`src/rtl/button_pkg.sv`:
```
// Shared event codes and per-button FSM state encodings for the button event controller.
package button_pkg;

  typedef enum logic [1:0] {
    EVT_NONE    = 2'b00,
    EVT_PRESS   = 2'b01,
    EVT_RELEASE = 2'b10,
    EVT_LONG    = 2'b11
  } evt_code_t;

  typedef enum logic [1:0] {
    ST_IDLE    = 2'b00,
    ST_PRESSED = 2'b01,
    ST_HELD    = 2'b10
  } btn_state_t;

endpackage

```
`src/rtl/btn_debounce_fsm.sv`:
```
// One button: 2-flop synchronizer, debounce counter, hold counter and press/long/release FSM.
module btn_debounce_fsm
  import button_pkg::*;
#(
  parameter int DB_CYCLES   = 16,
  parameter int LONG_CYCLES = 50000000
) (
  input  logic      clk,
  input  logic      rst,
  input  logic      btn_raw,
  output logic      level,
  output logic      evt_raise,
  output evt_code_t evt_code
);

  localparam int DB_W   = $clog2(DB_CYCLES + 1);
  localparam int HOLD_W = $clog2(LONG_CYCLES + 1);

  logic              sync_p0;
  logic              sync_p1;
  logic [DB_W-1:0]   db_cnt;
  logic [HOLD_W-1:0] hold_cnt;
  logic              toggle;
  logic              rise;
  logic              fall;
  logic              hold_done;
  btn_state_t        state;
  btn_state_t        state_nxt;

  // Synchronizer stage boundary: raw pin -> p0 -> p1
  always_ff @(posedge clk) begin
    if (!rst) begin
      sync_p0 <= 1'b0;
      sync_p1 <= 1'b0;
    end else begin
      sync_p0 <= btn_raw;
      sync_p1 <= sync_p0;
    end
  end

  // The FSM sees the level change in the same cycle it commits, so the event lands with the new level.
  assign toggle    = (sync_p1 != level) && (db_cnt == DB_W'(DB_CYCLES - 1));
  assign rise      = toggle & ~level;
  assign fall      = toggle & level;
  assign hold_done = (state == ST_PRESSED) && (hold_cnt == HOLD_W'(LONG_CYCLES - 1));

  always_ff @(posedge clk) begin
    if (!rst) begin
      db_cnt <= '0;
      level  <= 1'b0;
    end else if (sync_p1 == level) begin
      db_cnt <= '0;
    end else if (toggle) begin
      db_cnt <= '0;
      level  <= ~level;
    end else begin
      db_cnt <= db_cnt + 1'b1;
    end
  end

  always_ff @(posedge clk) begin
    if (!rst) begin
      hold_cnt <= '0;
    end else if (state_nxt == ST_IDLE) begin
      hold_cnt <= '0;
    end else if (state != ST_IDLE && hold_cnt != HOLD_W'(LONG_CYCLES)) begin
      hold_cnt <= hold_cnt + 1'b1;
    end
  end

  always_ff @(posedge clk) begin
    if (!rst) state <= ST_IDLE;
    else      state <= state_nxt;
  end

  always_comb begin
    state_nxt = state;
    case (state)
      ST_IDLE:    if (rise) state_nxt = ST_PRESSED;
      ST_PRESSED: begin
        if (fall)           state_nxt = ST_IDLE;
        else if (hold_done) state_nxt = ST_HELD;
      end
      ST_HELD:    if (fall) state_nxt = ST_IDLE;
      default:    state_nxt = ST_IDLE;
    endcase
  end

  always_comb begin
    evt_raise = 1'b0;
    evt_code  = EVT_NONE;
    case (state)
      ST_IDLE: if (rise) begin
        evt_raise = 1'b1;
        evt_code  = EVT_PRESS;
      end
      ST_PRESSED: begin
        if (fall) begin
          evt_raise = 1'b1;
          evt_code  = EVT_RELEASE;
        end else if (hold_done) begin
          evt_raise = 1'b1;
          evt_code  = EVT_LONG;
        end
      end
      ST_HELD: if (fall) begin
        evt_raise = 1'b1;
        evt_code  = EVT_RELEASE;
      end
      default: ;
    endcase
  end

endmodule

```
`src/rtl/button_event_ctrl.sv`:
```
// Debounced multi-button event source: per-button pending slots, round-robin arbiter, ready/valid output.
module button_event_ctrl
  import button_pkg::*;
#(
  parameter int N_BTN       = 4,
  parameter int DB_CYCLES   = 16,
  parameter int LONG_CYCLES = 50000000
) (
  input  logic                     clk,
  input  logic                     rst,
  input  logic [N_BTN-1:0]         btn_in,
  output logic [N_BTN-1:0]         btn_level,
  output logic                     evt_valid,
  input  logic                     evt_ready,
  output logic [$clog2(N_BTN)-1:0] evt_id,
  output logic [1:0]               evt_type,
  output logic [N_BTN-1:0]         ovf,
  input  logic                     ovf_clr
);

  localparam int ID_W = $clog2(N_BTN);

  logic [N_BTN-1:0] raise;
  evt_code_t        raise_code [N_BTN];
  logic [N_BTN-1:0] pend_vld;
  evt_code_t        pend_type  [N_BTN];
  logic [N_BTN-1:0] drain;
  logic [N_BTN-1:0] ovf_set;
  logic [ID_W-1:0]  ptr;
  logic [ID_W-1:0]  win;
  logic [ID_W-1:0]  idx;
  logic             found;
  logic             load;

  for (genvar g = 0; g < N_BTN; g++) begin : g_btn
    btn_debounce_fsm #(
      .DB_CYCLES  (DB_CYCLES),
      .LONG_CYCLES(LONG_CYCLES)
    ) u_btn (
      .clk      (clk),
      .rst      (rst),
      .btn_raw  (btn_in[g]),
      .level    (btn_level[g]),
      .evt_raise(raise[g]),
      .evt_code (raise_code[g])
    );
  end

  assign load = ~evt_valid | evt_ready;

  // First pending slot at or after ptr, wrapping.
  always_comb begin
    found = 1'b0;
    win   = '0;
    idx   = '0;
    for (int k = 0; k < N_BTN; k++) begin
      idx = ID_W'((int'(ptr) + k) % N_BTN);
      if (!found && pend_vld[idx]) begin
        found = 1'b1;
        win   = idx;
      end
    end
  end

  always_comb begin
    drain = '0;
    if (load && found) drain[win] = 1'b1;
  end

  assign ovf_set = raise & pend_vld & ~drain;

  // Pending stage boundary: raised events wait here until the arbiter picks them.
  always_ff @(posedge clk) begin
    if (!rst) begin
      pend_vld <= '0;
      for (int i = 0; i < N_BTN; i++) pend_type[i] <= EVT_NONE;
    end else begin
      for (int i = 0; i < N_BTN; i++) begin
        if (raise[i] && !ovf_set[i]) begin
          pend_vld[i]  <= 1'b1;
          pend_type[i] <= raise_code[i];
        end else if (drain[i]) begin
          pend_vld[i]  <= 1'b0;
        end
      end
    end
  end

  always_ff @(posedge clk) begin
    if (!rst) ovf <= '0;
    else      ovf <= (ovf_clr ? '0 : ovf) | ovf_set;
  end

  // Output stage boundary: holds the event steady until the consumer takes it.
  always_ff @(posedge clk) begin
    if (!rst) begin
      evt_valid <= 1'b0;
      evt_id    <= '0;
      evt_type  <= EVT_NONE;
      ptr       <= '0;
    end else if (load) begin
      evt_valid <= found;
      if (found) begin
        evt_id   <= win;
        evt_type <= pend_type[win];
        ptr      <= (win == ID_W'(N_BTN - 1)) ? '0 : win + 1'b1;
      end
    end
  end

endmodule

```
`config.mk`:
```
export PLATFORM = sky130hd
export DESIGN_NAME = button_event_ctrl
export DESIGN_NICKNAME = d
export VERILOG_FILES = /design/src/rtl/button_pkg.sv /design/src/rtl/btn_debounce_fsm.sv /design/src/rtl/button_event_ctrl.sv
export SDC_FILE = /design/constraint.sdc
export NUM_CORES = 1
export LEC_CHECK = 0
export BUFFER_PORTS_ARGS = -buffer_cell sky130_fd_sc_hd__buf_4
export CAP_MARGIN = 5
export CORE_ASPECT_RATIO = 2
export CORE_MARGIN = 4
export CORE_UTILIZATION = 53
export DETAILED_ROUTE_END_ITERATION = 10
export GPL_TIMING_DRIVEN = 0
export PLACE_DENSITY = 0.69
export SYNTH_ARGS = -nofsm -noshare
export SYNTH_HDL_FRONTEND = slang
export SYNTH_SLANG_ARGS = --single-unit
```
`constraint.sdc`:
```
create_clock -name clk -period 2.85 [get_ports clk]
set_input_delay 0.57 -clock clk [delete_from_list [all_inputs] [get_ports clk]]
set_output_delay 0.57 -clock clk [all_outputs]
set_load 0.1 [all_outputs]
```
Word-level counts from Yosys, hierarchy flattened
Memories as Yosys holds them, arrays and structs flattened. A register that Yosys moved wholly into a read port is not among the register bits.
Cells that the tools add are included.
Storage, ports and cells
  register bits after elaboration: 157
  memory bits (writable): 8
  logic and storage cells: 271
  memories kept: 1
Memories
  pend_type: words 4, bits a word 2, read ports 1, clocked after memory_dff 1, write ports 4, RTL line button_event_ctrl.sv:26  | evt_code_t pend_type [N_BTN];
Cells by class
  $add $sub $neg: 12
  order comparisons: 6
  equality and inequality tests: 29
  muxes and demuxes: 106
  bitwise logic cells: 27
  reductions and logical operators: 58
Operator list (count)
  26-bit by 1-bit adder with 26-bit output, second input constant: 4
  26-bit == test, second input constant: 4
  26-bit inequality test, second input constant: 4
  2-bit two-way mux: 37
  1-bit two-way mux: 50
  2-bit one-hot mux with 3 select lines: 8
  1-bit logical AND: 21
  5-bit by 1-bit adder with 5-bit output, second input constant: 4
  5-bit by 4-bit == test with 1-bit output, second input constant: 4
  2-bit logical NOT: 8
  2-bit nonzero test: 8
  2-bit by 3-bit less-than comparator with 1-bit output, second input constant: 5
  1-bit one-hot mux with 3 select lines: 4
  3-bit OR reduction: 4
  2-bit == test, second input constant: 5
  1-bit NOT: 10
  2-bit AND reduction: 5
  1-bit bitwise AND: 8
  4-bit bitwise AND: 2
  1-bit binary-select mux with 2-bit select: 4
  2-bit by 1-bit == test with 1-bit output, second input constant: 4
  1-bit logical NOT: 8
  4-bit two-way mux: 2
  2-bit OR reduction: 4
  other kinds (9): 21

Depth between registers and ports, before layout
Gate-level depths: netlist of run 1.
  depth in word-level cells: 25
  gate-level depth with buffers: 10

Modules after synthesis
A second synthesis of run 1 with hierarchy kept.
Second synthesis, totals
  cell total of the unflattened synthesis: 1006
  area, all modules: 8599.5 µm²
Modules (own cells, without submodules)
  btn_debounce_fsm at g_btn[0].u_btn ...: times used 3, cells each 220, area each 1808.0 µm², sequential area each 720.7 µm²
  btn_debounce_fsm at g_btn[2].u_btn: times used 1, cells each 220, area each 2019.4 µm², sequential area each 720.7 µm²
  button_event_ctrl: times used 1, cells each 126, area each 1156.1 µm², sequential area each 540.5 µm²

Least setup slack after synthesis of run 1
Ideal clock, no wire load.
  kind: flip-flop to flip-flop
  from: reg g_btn[1].u_btn.db_cnt[0]
  to: reg g_btn[1].u_btn.hold_cnt[11]
  setup time: 0.059 ns
  arrival: 2.069 ns
  data required time: 2.791 ns
  setup slack: 0.722 ns
  cell stages (with the launch flop): 10
  path through: dfxtp_1 -> ha_1 -> and3_1 -> ha_1 -> nand3b_1 -> a22oi_2 -> or2_1 -> buf_2 -> or4_1 -> nand2_1
Between the ends
  cells in the longest elaborated chain, start to end: 7
  elaborated cells on any way between the ends: 10
  classes of those cells: eq/ne (1); mux (4); bitwise (2); reduce/logical (3)
Ends and longest elaborated chain
  start: declaration: RTL line btn_debounce_fsm.sv:21  | logic [DB_W-1:0] db_cnt;
  start signal: assignment: RTL line btn_debounce_fsm.sv:57  | db_cnt <= db_cnt + 1'b1;
  5-bit by 4-bit == test with 1-bit output *: RTL line btn_debounce_fsm.sv:42  | assign toggle = (sync_p1 != level) && (db_cnt == DB_W'(DB_CYCLES - 1));
  1-bit logical AND *: RTL line btn_debounce_fsm.sv:42
  1-bit bitwise AND (on tied branches): RTL line btn_debounce_fsm.sv:44, btn_debounce_fsm.sv:43
  2-bit two-way mux (on tied branches): RTL line btn_debounce_fsm.sv:84, btn_debounce_fsm.sv:79, btn_debounce_fsm.sv:81
  2-bit one-hot mux with 3 select lines *: RTL line btn_debounce_fsm.sv:78  | case (state)
  2-bit logical NOT *: RTL line btn_debounce_fsm.sv:64  | end else if (state_nxt == ST_IDLE) begin
  2-bit OR reduction (no source line) *
  end signal: assignment: RTL line btn_debounce_fsm.sv:67  | hold_cnt <= hold_cnt + 1'b1;
  end: declaration: RTL line btn_debounce_fsm.sv:22  | logic [HOLD_W-1:0] hold_cnt;
Mark *: on every way between the ends. The rest lies on a longest branch, timed or not.
A chain may end at the register's enable or synchronous reset.

==> qor.txt, run 1 <==
CTS Hold Bufs: 0
Area leader, netlist: dfxtp_1
Number of synthesized flops with an enable pin: 8
Initial antenna violation count: 0
Top Metal Used: met4
Total track usage: 20.4%
CP Capture Type: flip-flop
Fin Setup TNS: 0 ns
Most used DFF post-synth: dfxtp_1
Post-Syn Nets: 968
Layout cell share with drive strength beyond 1: 7.77%
Yosys warns: 0
Maximum clock rate: 0.388 GHz
Reg clk slew, reported paths: 0.07 ns
Placer Congestion: 0.851
Aggregate global routing overflow: 0
Crit path max fanout: 7
Cell-internal power: 3.63 mW
Final wirelength: 16800 um
Post-cts resize count: 0
Metal3 WL: 389 um
I/O Buffers: 19
Max-slew headroom: 42.0%
HPWL reported at the end of detailed placement: 12400 um
Vias: 6479
P_leak: 3.06 nW
First-pass GRT wire length: 28600 um
I/O pin cnt: 21
Clock Skews: 0.0115 ns
1st-iter DRT viols: 218
Least-Margin Pin Slew: 0.863 ns
Syn_area_per_cell: 8.52 um^2
Maximum number of pins on one net before global-route repair: 17
Num CTS Buffers: 17
Final Setup Violations: 0
Starting density of the core: 54.0%
CP Class: reg2reg
Reg2Reg Depth: 9
Synthesized cell area: 8010 um^2
Vias in the first global route: 6370
CTS max path bufs: 2
Detail Route Antenna Nets: 0
Worst Hold Launch: btn_in[2]
Startpoint types: flip-flop
CTS sink cnt: 167
Share of the synthesized area in the top cell type: 39.8%
DR pass1 iterations: 5
Postcts setup bufs: 0
Vias per inst: 5.46
RSZ-0062 raised after global routing: no
Worst R2R End: pend_type[2][0]$_SDFFCE_PN0P_
NumNets Final: 1006
Asr flop ratio synth: 0%
Status: finished, final reports clean
Area grow syn2layout: 12.0%
Routed length on met1: 6620 um
Total core area: 14800 um^2
Most area-consuming cells after synthesis: dfxtp_1 40%, nor2_1 6.0%, xor2_1 5.0%
Worst hold path depth: 2
Skew-Pair Late Insertion Delay: 0.43 ns
Switching share of total power: 22.0%
Pins over their slew limit: 0
Most frequent cells in the layout: 159 x dfxtp_1, 128 x nor2_1, 81 x nand2_1
Power per Cell Area: 519 nW/um^2
Die Span X: 94.9 um
Min Tclk post-route: 2.58 ns
Min-Delay Endpoint: g_btn[2].u_btn.sync_p0$_SDFF_PN0_
Worst VDD drop: 0.389 mV
Post-route clock period utilization: 90.5%
Max cap viols: 0
DRC Markers: 0
Netlist cell types: 64
Routed wl met2: 9440 um
R2r startpoint: pend_vld[1]$_SDFFE_PN0P_
Logic pwr share: 1.1%
Inserted Diodes: 0
Sequential-to-total area share from yosys stat: 42.8%
TritonCTS clock tree: built
Drt wl/cell: 14.1 um
Row count: 63
Flops & latches, synth: 167
Hold Path Class: in2reg
Crit path DAT: 2.74 ns
Post-Syn Instances: 940
R2r setup slk: 0.27 ns
Power share of the clock group: 48.1%
CTS root buf: clkbuf_16
Hold Vio Cnt, Final: 0
Req. time, crit path: 3.01 ns
Seq pwr share: 50.9%
Total power: 4.65 mW
Switching Power: 1.03 mW
Most common cell after layout, fill and taps aside: dfxtp_1
Chip Height: 182 um
H-tree depth: 4
Die ar.: 17300 um^2
layout make-up:
cell class,count,area [um^2]
buffer,36,159
inverter,41,154
multi-input combinational,696,4270
clock buffer,18,439
timing repair buffer,19,143
clock inverter,14,138
fill,1426,5850
sequential,167,3420
tap,195,244
worst max path at each step:
stage                                             start                                        to  slack (ns)  depth (start not counted)
floorplan           g_btn[1].u_btn.db_cnt[0]$_SDFF_PP0_  g_btn[1].u_btn.hold_cnt[11]$_SDFFE_PP0P_        0.72                          9
global placement                                    rst             pend_type[3][1]$_SDFFCE_PN0P_        0.23                          4
detailed placement                                  rst             pend_type[0][0]$_SDFFCE_PN0P_        0.20                          4
CTS                            pend_vld[1]$_SDFFE_PN0P_             pend_type[2][0]$_SDFFCE_PN0P_        0.30                          9
global route                   pend_vld[1]$_SDFFE_PN0P_             pend_type[2][0]$_SDFFCE_PN0P_        0.08                          9
finish                         pend_vld[1]$_SDFFE_PN0P_             pend_type[2][0]$_SDFFCE_PN0P_        0.27                          9
layer usage:
| metal | vias up | track usage [%] |
|---|---|---|
| met5 | - | 0 |
| met4 | 0 | 7.58 |
| met3 | 21 | 3.90 |
| met2 | 67 | 38.9 |
| met1 | 3057 | 21.3 |
| li1 | 3334 | - |
power groups by stage:
stage	registers [mW]	logic, mW	clock network [mW]
after floorplan	2.42	0.0290	0
after global placement	2.42	0.0497	0
after detailed placement	2.42	0.0505	0
after CTS	2.37	0.0509	2.30
after global routing	2.37	0.0558	2.41
final	2.37	0.0497	2.24
Yosys cell counts, drive strengths merged, types with 5 or more instances:
| cell type | instances |
|---|---|
| nor3b | 5 |
| o211a | 5 |
| nand4 | 33 |
| or3 | 19 |
| o211ai | 8 |
| clkbuf | 24 |
| and3 | 12 |
| nor2 | 128 |
| xor2 | 46 |
| inv | 41 |
| o31ai | 6 |
| a21oi | 36 |
| nand3 | 48 |
| and2 | 18 |
| or4 | 8 |
| dfxtp | 159 |
| o21ai | 35 |
| nor3 | 34 |
| nand2 | 81 |
| nand2b | 15 |
| ha | 20 |
| nor2b | 14 |
| buf | 12 |
| xnor2 | 45 |
| edfxtp | 8 |
| mux2i | 7 |
| nor4 | 12 |
| and4 | 13 |
cells by family after synthesis:
family,after synthesis,share of synthesized area [%]
AOI/OAI and AO/OA,117,9.27
xor gates and xnor gates,91,9.96
adders and majority gates,20,3.13
buffers and inverters,77,3.91
DFF,167,42.8
muxes,8,1.02
and+or+nand+nor,460,30.0
metrics by stage:
stage | cells | hold WS (ns) | utilization [%] | cell area [um^2] | setup slack [ns]
floorplan | 940 | 0.412 | - | 8010 | 0.722
global placement | 1154 | 0.413 | 56.6 | 8390 | 0.233
detailed placement | 1154 | 0.421 | 56.6 | 8390 | 0.196
CTS | 1186 | 0.332 | 60.5 | 8970 | 0.295
global route | 1186 | 0.337 | 60.5 | 8970 | 0.0819
finish | 1186 | 0.354 | 60.5 | 8970 | 0.271
registers in the layout, indices dropped and copies added, names as in the netlist:
| signal | cells |
|---|---|
| g_btn.u_btn.sync_p1 | 4 |
| evt_id | 2 |
| evt_type | 2 |
| g_btn.u_btn.state | 8 |
| g_btn.u_btn.level | 4 |
| ptr | 2 |
| g_btn.u_btn.hold_cnt | 104 |
| ovf | 4 |
| g_btn.u_btn.sync_p0 | 4 |
| g_btn.u_btn.db_cnt | 20 |
| pend_vld | 4 |
| evt_valid | 1 |
| pend_type | 8 |
worst max-delay path: stages, from the launching register on:
cell	delay, ns
dfxtp_1	0.31
clkbuf_1	0.25
inv_1	0.11
a21boi_0	0.35
o221ai_2	0.32
ha_1	0.27
a21boi_0	0.40
inv_1	0.12
nand2_1	0.11
o31ai_1	0.09
(Power assumes the default switching activity.)
==> inputs of run 2 (changes only) <==
BUFFER_PORTS_ARGS = unset   (was -buffer_cell sky130_fd_sc_hd__buf_4)
CORE_MARGIN = 2   (was 4)
DONT_BUFFER_PORTS = 1   (was unset)
PLACE_DENSITY = 0.68   (was 0.69)
==> run 2 against run 1 <==
Net effect:
- worst setup slack improved by 0.025 ns
- power rose by 3.6%
- utilization fell by 0.62 points
==> qor.txt, run 2 (same netlist as run 1, synthesis figures left out) <==
Status: finished, final reports clean
Hold Path Class: in2reg
Detail Route Antenna Nets: 0 (unchanged)
Skew-Pair Late Insertion Delay: 0.43 ns (about the same)
DRC Markers: 0 (unchanged)
CP Capture Type: flip-flop
Vias per inst: 5.52 (+0.97%)
Drt wl/cell: 14.4 um (+1.8%)
Top reg by flops: g_btn.u_btn.hold_cnt
Switching Power: 971 uW (-5.4%)
1st-iter DRT viols: 250 (+15%)
Postcts setup bufs: 0 (unchanged)
NumNets Final: 987 (-1.9%)
Clock Skews: 0.00779 ns (-0.00367 ns)
Starting density of the core: 54.0% (unchanged)
Reg clk slew, reported paths: 0.06 ns (about the same)
CTS max path bufs: 2 (unchanged)
TritonCTS clock tree: built
Hold Vio Cnt, Final: 0 (unchanged)
Min Tclk post-route: 2.55 ns (-0.0250 ns)
Final Setup Violations: 0 (unchanged)
CP Class: reg2reg
Layout cell share with drive strength beyond 1: 5.86% (-1.9 points)
Crit path max fanout: 7 (unchanged)
H-tree depth: 4 (unchanged)
Setup Slack @ Placement: 0.115 ns (-0.0805 ns)
CTS Hold Bufs: 0 (unchanged)
Crit path DAT: 2.72 ns (-0.02 ns)
Maximum clock rate: 0.392 GHz (+0.98%)
Power share of the clock group: 50.0% (+1.9 points)
CTS root buf: clkbuf_16
Post-cts resize count: 0 (unchanged)
Least-Margin Pin Slew: 1.01 ns (+0.148 ns)
DR pass1 iterations: 4 (-1)
Max reg flops: 104 (unchanged)
Req. time, crit path: 3.01 ns (about the same)
Max-slew headroom: 32.5% (-9.5 points)
Placer Congestion: 0.842 (-1.1%)
Post-route clock period utilization: 89.6% (-0.88 points)
Worst VDD drop: 0.428 mV (+10%)
Die Span X: 90.9 um (-4.2%)
Area grow syn2layout: 10.9%
HPWL reported at the end of detailed placement: 12200 um (-1.7%)
Power per Cell Area: 543 nW/um^2 (+4.7%)
Most common cell after layout, fill and taps aside: dfxtp_1
I/O Buffers: 0 (-19)
Cell-internal power: 3.85 mW (+6.1%)
Worst path cell trace: clkbuf_1 -> inv_1 -> a21boi_0 -> o221ai_2 -> ha_1 -> a21boi_0 -> inv_1 -> nand2_1 -> o31ai_1
Most frequent cells in the layout: 159 x dfxtp_1, 128 x nor2_1, 81 x nand2_1
Fin Setup TNS: 0 ns (unchanged)
CP max stage cell: a21boi_0
Final wirelength: 16800 um (+0.20%)
Vias: 6437 (-0.65%)
Max cap viols: 0 (unchanged)
Initial antenna violation count: 0 (unchanged)
Largest registers: g_btn.u_btn.hold_cnt x104, g_btn.u_btn.db_cnt x20
Seq pwr share: 49.1% (-1.8 points)
Critical path buffer and inverter count: 3 (unchanged)
Total core area: 14800 um^2 (unchanged)
RSZ-0062 raised after global routing: no
Inserted Diodes: 0 (unchanged)
First-pass GRT wire length: 29100 um (+1.6%)
Num CTS Buffers: 17 (unchanged)
Total track usage: 22.2% (+1.8 points)
Worst setup margin: 0.296 ns (+0.0250 ns)
Maximum number of pins on one net before global-route repair: 17 (unchanged)
Chip Height: 178 um (-2.2%)
Logic pwr share: 0.9% (-0.2 points)
Pins over their slew limit: 0 (unchanged)
P_leak: 2.98 nW (-2.5%)
Aggregate global routing overflow: 0 (unchanged)
Switching share of total power: 20.1% (-1.9 points)
I/O pin cnt: 21 (unchanged)
Row count: 63 (unchanged)
Startpoint types: flip-flop
Worst path top cell family by delay: compound AO/OA/AOI/OAI gates
CTS sink cnt: 167 (unchanged)
Max incr delay on CP: 0.40 ns (about the same)
Die ar.: 16200 um^2 (-6.3%)
Vias in the first global route: 6377 (+0.11%)
==> run 2: cell types whose count changed in the layout (fill, tap and decap cells not counted), sizes merged <==
cell | before | now
clkbuf | 42 | 46
bufinv | 1 | 3
inv | 48 | 42
buf | 31 | 12
==> run 2: through the flow <==
stage / utilization [%] / cell area, um^2 / hold WS (ns) / instances / power [mW]
after floorplan: - / 8010 / 0.412 / 940 / 2.45
after global placement: 55.7 / 8250 / 0.413 / 1135 / 2.46
after detailed placement: 55.7 / 8250 / 0.422 / 1135 / 2.46
after CTS: 59.9 / 8880 / 0.240 / 1167 / 4.88
after global routing: 59.9 / 8880 / 0.240 / 1167 / 4.98
final: 59.9 / 8880 / 0.266 / 1167 / 4.82
==> run 2: worst paths after layout <==
check / start / to / slack (ns) / cells past startpoint
min: btn_in[2] / g_btn[2].u_btn.sync_p0$_SDFF_PN0_ / 0.27 / 1
max: pend_vld[1]$_SDFFE_PN0P_ / pend_type[2][0]$_SDFFCE_PN0P_ / 0.30 / 9
min reg2reg: g_btn[1].u_btn.sync_p0$_SDFF_PN0_ / g_btn[1].u_btn.sync_p1$_SDFF_PN0_ / 0.43 / 1
max reg2reg: pend_vld[1]$_SDFFE_PN0P_ / pend_type[2][0]$_SDFFCE_PN0P_ / 0.30 / 9
==> run 2: area by class of cell <==
class | instances | area [um^2]
fillers | 1445 | 5940
multi-input cells | 696 | 4270
flip-flops and latches | 167 | 3420
clock buffers | 22 | 484
well taps | 195 | 244
plain buffers | 36 | 159
inverters | 41 | 154
clock inverters | 10 | 144
==> run 2: power by group through the flow <==
stage                     clock (mW)  sequential (mW)  combinational [mW]
after global routing            2.57             2.37              0.0472
after detailed placement           0             2.42              0.0431
final                           2.41             2.37              0.0423
after global placement             0             2.42              0.0420
after CTS                       2.47             2.37              0.0433
after floorplan                    0             2.42              0.0290
==> run 2: metal layers <==
layer | GRT usage, % | vias up | wire, um
met4 | 10.1 | 0 | 399
met5 | 0 | - | 0
met3 | 5.22 | 25 | 447
met2 | 43.3 | 63 | 9270
li1 | - | 3297 | -
met1 | 21.8 | 3052 | 6660
==> inputs of run 3 (changes only) <==
CTS_BUF_LIST = sky130_fd_sc_hd__clkbuf_8   (was unset)
==> run 3 against run 2 <==
Net effect:
- die area unchanged
- worst hold slack got worse by 0.045 ns
- clock skew increased by 0.0088 ns
- wire length decreased by 1.2%
- flip-flop and latch count unchanged
- clock-buffer cell count decreased by 1
- via count increased by 0.57%
- utilization decreased by 1.3 points
- sequential share of layout area increased by 0.85 points
- clock power decreased by 24%
- worst setup slack improved by 0.0064 ns
- largest power group is now sequential cells
- highest routed layer unchanged
==> qor.txt, run 3 (same netlist as run 1, synthesis figures left out) <==
Status: finished, final reports clean
Worst setup margin: 0.303 ns (+0.00642 ns)
Aggregate global routing overflow: 0 (unchanged)
Most common cell after layout, fill and taps aside: dfxtp_1
Inserted Diodes: 0 (unchanged)
Num CTS Buffers: 17 (unchanged)
I/O Buffers: 0 (unchanged)
Pins over their slew limit: 0 (unchanged)
Vias: 6474 (+0.57%)
RSZ-0062 raised after global routing: no
H-tree depth: 4 (unchanged)
Max reg flops: 104 (unchanged)
DRC Markers: 0 (unchanged)
Min Tclk post-route: 2.55 ns (-0.00642 ns)
Clock Skews: 0.0166 ns (+0.00881 ns)
DR pass1 iterations: 4 (unchanged)
Die ar.: 16200 um^2 (unchanged)
Hold Vio Cnt, Final: 0 (unchanged)
Maximum clock rate: 0.393 GHz (+0.25%)
Area grow syn2layout: 8.50%
Postcts setup bufs: 0 (unchanged)
Met3 usage: 5.22% (unchanged)
M2 GR Usage: 42.5% (-0.78 points)
CP max stage cell: a21boi_0
Maximum number of pins on one net before global-route repair: 17 (unchanged)
Row count: 63 (unchanged)
Drt wl/cell: 14.2 um (-1.2%)
Power per Cell Area: 487 nW/um^2 (-10%)
Met1 Resource Use GR: 21.4% (-0.49 points)
Fin Setup TNS: 0 ns (unchanged)
Worst VDD drop: 0.288 mV (-33%)
Vias per inst: 5.55 (+0.57%)
Largest registers: g_btn.u_btn.hold_cnt x104, g_btn.u_btn.db_cnt x20
Startpoint types: flip-flop
CTS root buf: clkbuf_8
Req. time, crit path: 3.06 ns (+0.05 ns)
Worst path cell trace: clkbuf_1 -> inv_1 -> a21boi_0 -> o221ai_2 -> ha_1 -> a21boi_0 -> inv_1 -> nand2_1 -> o31ai_1
Crit path max fanout: 7 (unchanged)
Skew-Pair Late Insertion Delay: 0.47 ns (+0.04 ns)
Reg clk slew, reported paths: 0.09 ns (+0.03 ns)
Max cap viols: 0 (unchanged)
CTS max path bufs: 2 (unchanged)
Max incr delay on CP: 0.40 ns (about the same)
R2r setup slk: 0.30 ns (about the same)
Busiest grt layer: met2
Placer Congestion: 0.842 (unchanged)
Setup Slack @ Placement: 0.115 ns (unchanged)
TritonCTS clock tree: built
P_leak: 2.90 nW (-2.8%)
Chip Height: 178 um (unchanged)
Top reg by flops: g_btn.u_btn.hold_cnt
Vias in the first global route: 6334 (-0.67%)
CP Capture Type: flip-flop
Final Setup Violations: 0 (unchanged)
Least-Margin Pin Slew: 1.01 ns (+0.00118 ns)
Layout cell share with drive strength beyond 1: 5.86% (unchanged)
1st-iter DRT viols: 242 (-3.2%)
R2r startpoint: pend_vld[1]$_SDFFE_PN0P_
Final wirelength: 16600 um (-1.2%)
Detail Route Antenna Nets: 0 (unchanged)
Hold Path Class: in2reg
Crit path DAT: 2.75 ns (+0.03 ns)
HPWL reported at the end of detailed placement: 12200 um (unchanged)
Total core area: 14800 um^2 (unchanged)
Die Span X: 90.9 um (unchanged)
CP Class: reg2reg
Worst Setup SP: pend_vld[1]$_SDFFE_PN0P_
Worst Hold Launch: btn_in[0]
Most frequent cells in the layout: 159 x dfxtp_1, 128 x nor2_1, 81 x nand2_1
First-pass GRT wire length: 28700 um (-1.3%)
CTS Hold Bufs: 0 (unchanged)
NumNets Final: 987 (unchanged)
Total track usage: 21.8% (-0.43 points)
Initial antenna violation count: 0 (unchanged)
Max-slew headroom: 32.4% (-0.079 points)
I/O pin cnt: 21 (unchanged)
CTS sink cnt: 167 (unchanged)
Starting density of the core: 54.0% (unchanged)
Post-route clock period utilization: 89.4% (-0.23 points)
Post-cts resize count: 0 (unchanged)
==> run 3: area by class of cell <==
class,instances,area (um^2)
clock buffers,21,289
plain buffers,36,159
fillers,1467,6130
multi-input cells,696,4270
well taps,195,244
flip-flops and latches,167,3420
inverters,41,154
clock inverters,11,148
==> run 3: report_power, final <==
part           leakage, nW  switching, mW  total [mW]  internal [mW]
Sequential            1.36        0.00622        2.37           2.36
Combinational         1.31         0.0297      0.0425         0.0128
Clock                0.224          0.865        1.83          0.961
==> run 3: final timing paths <==
path / end / depth (start not counted)
setup / recovery: pend_type[2][0]$_SDFFCE_PN0P_ / 9
hold / removal: g_btn[0].u_btn.sync_p0$_SDFF_PN0_ / 1
setup reg to reg: pend_type[2][0]$_SDFFCE_PN0P_ / 9
hold reg to reg: g_btn[1].u_btn.sync_p1$_SDFF_PN0_ / 1
==> run 3: layer usage <==
metal / part of all wire, % / wire, um
met5: 0 / 0
met3: 3.5 / 585
met2: 55 / 9050
met4: 2.8 / 459
met1: 39 / 6490
==> run 3: critical path, delay by kind of cell, from the launching register on <==
kind / cells / cell delay, ns
compound gates: 4 / 1.13
fa+ha+maj: 1 / 0.27
buf+inv: 3 / 0.48
flops: 1 / 0.31
simple gates: 1 / 0.11
==> run 3: stage by stage <==
stage          cell area [um^2]  util [%]  hold WS [ns]  std cells  power [mW]
3_5_place_dp               8250      55.7         0.422       1135        2.46
4_1_cts                    8690      58.6         0.195       1167        4.28
3_3_place_gp               8250      55.7         0.413       1135        2.46
2_1_floorplan              8010         -         0.412        940        2.45
5_1_grt                    8690      58.6         0.198       1167        4.38
6_report                   8690      58.6         0.221       1167        4.23
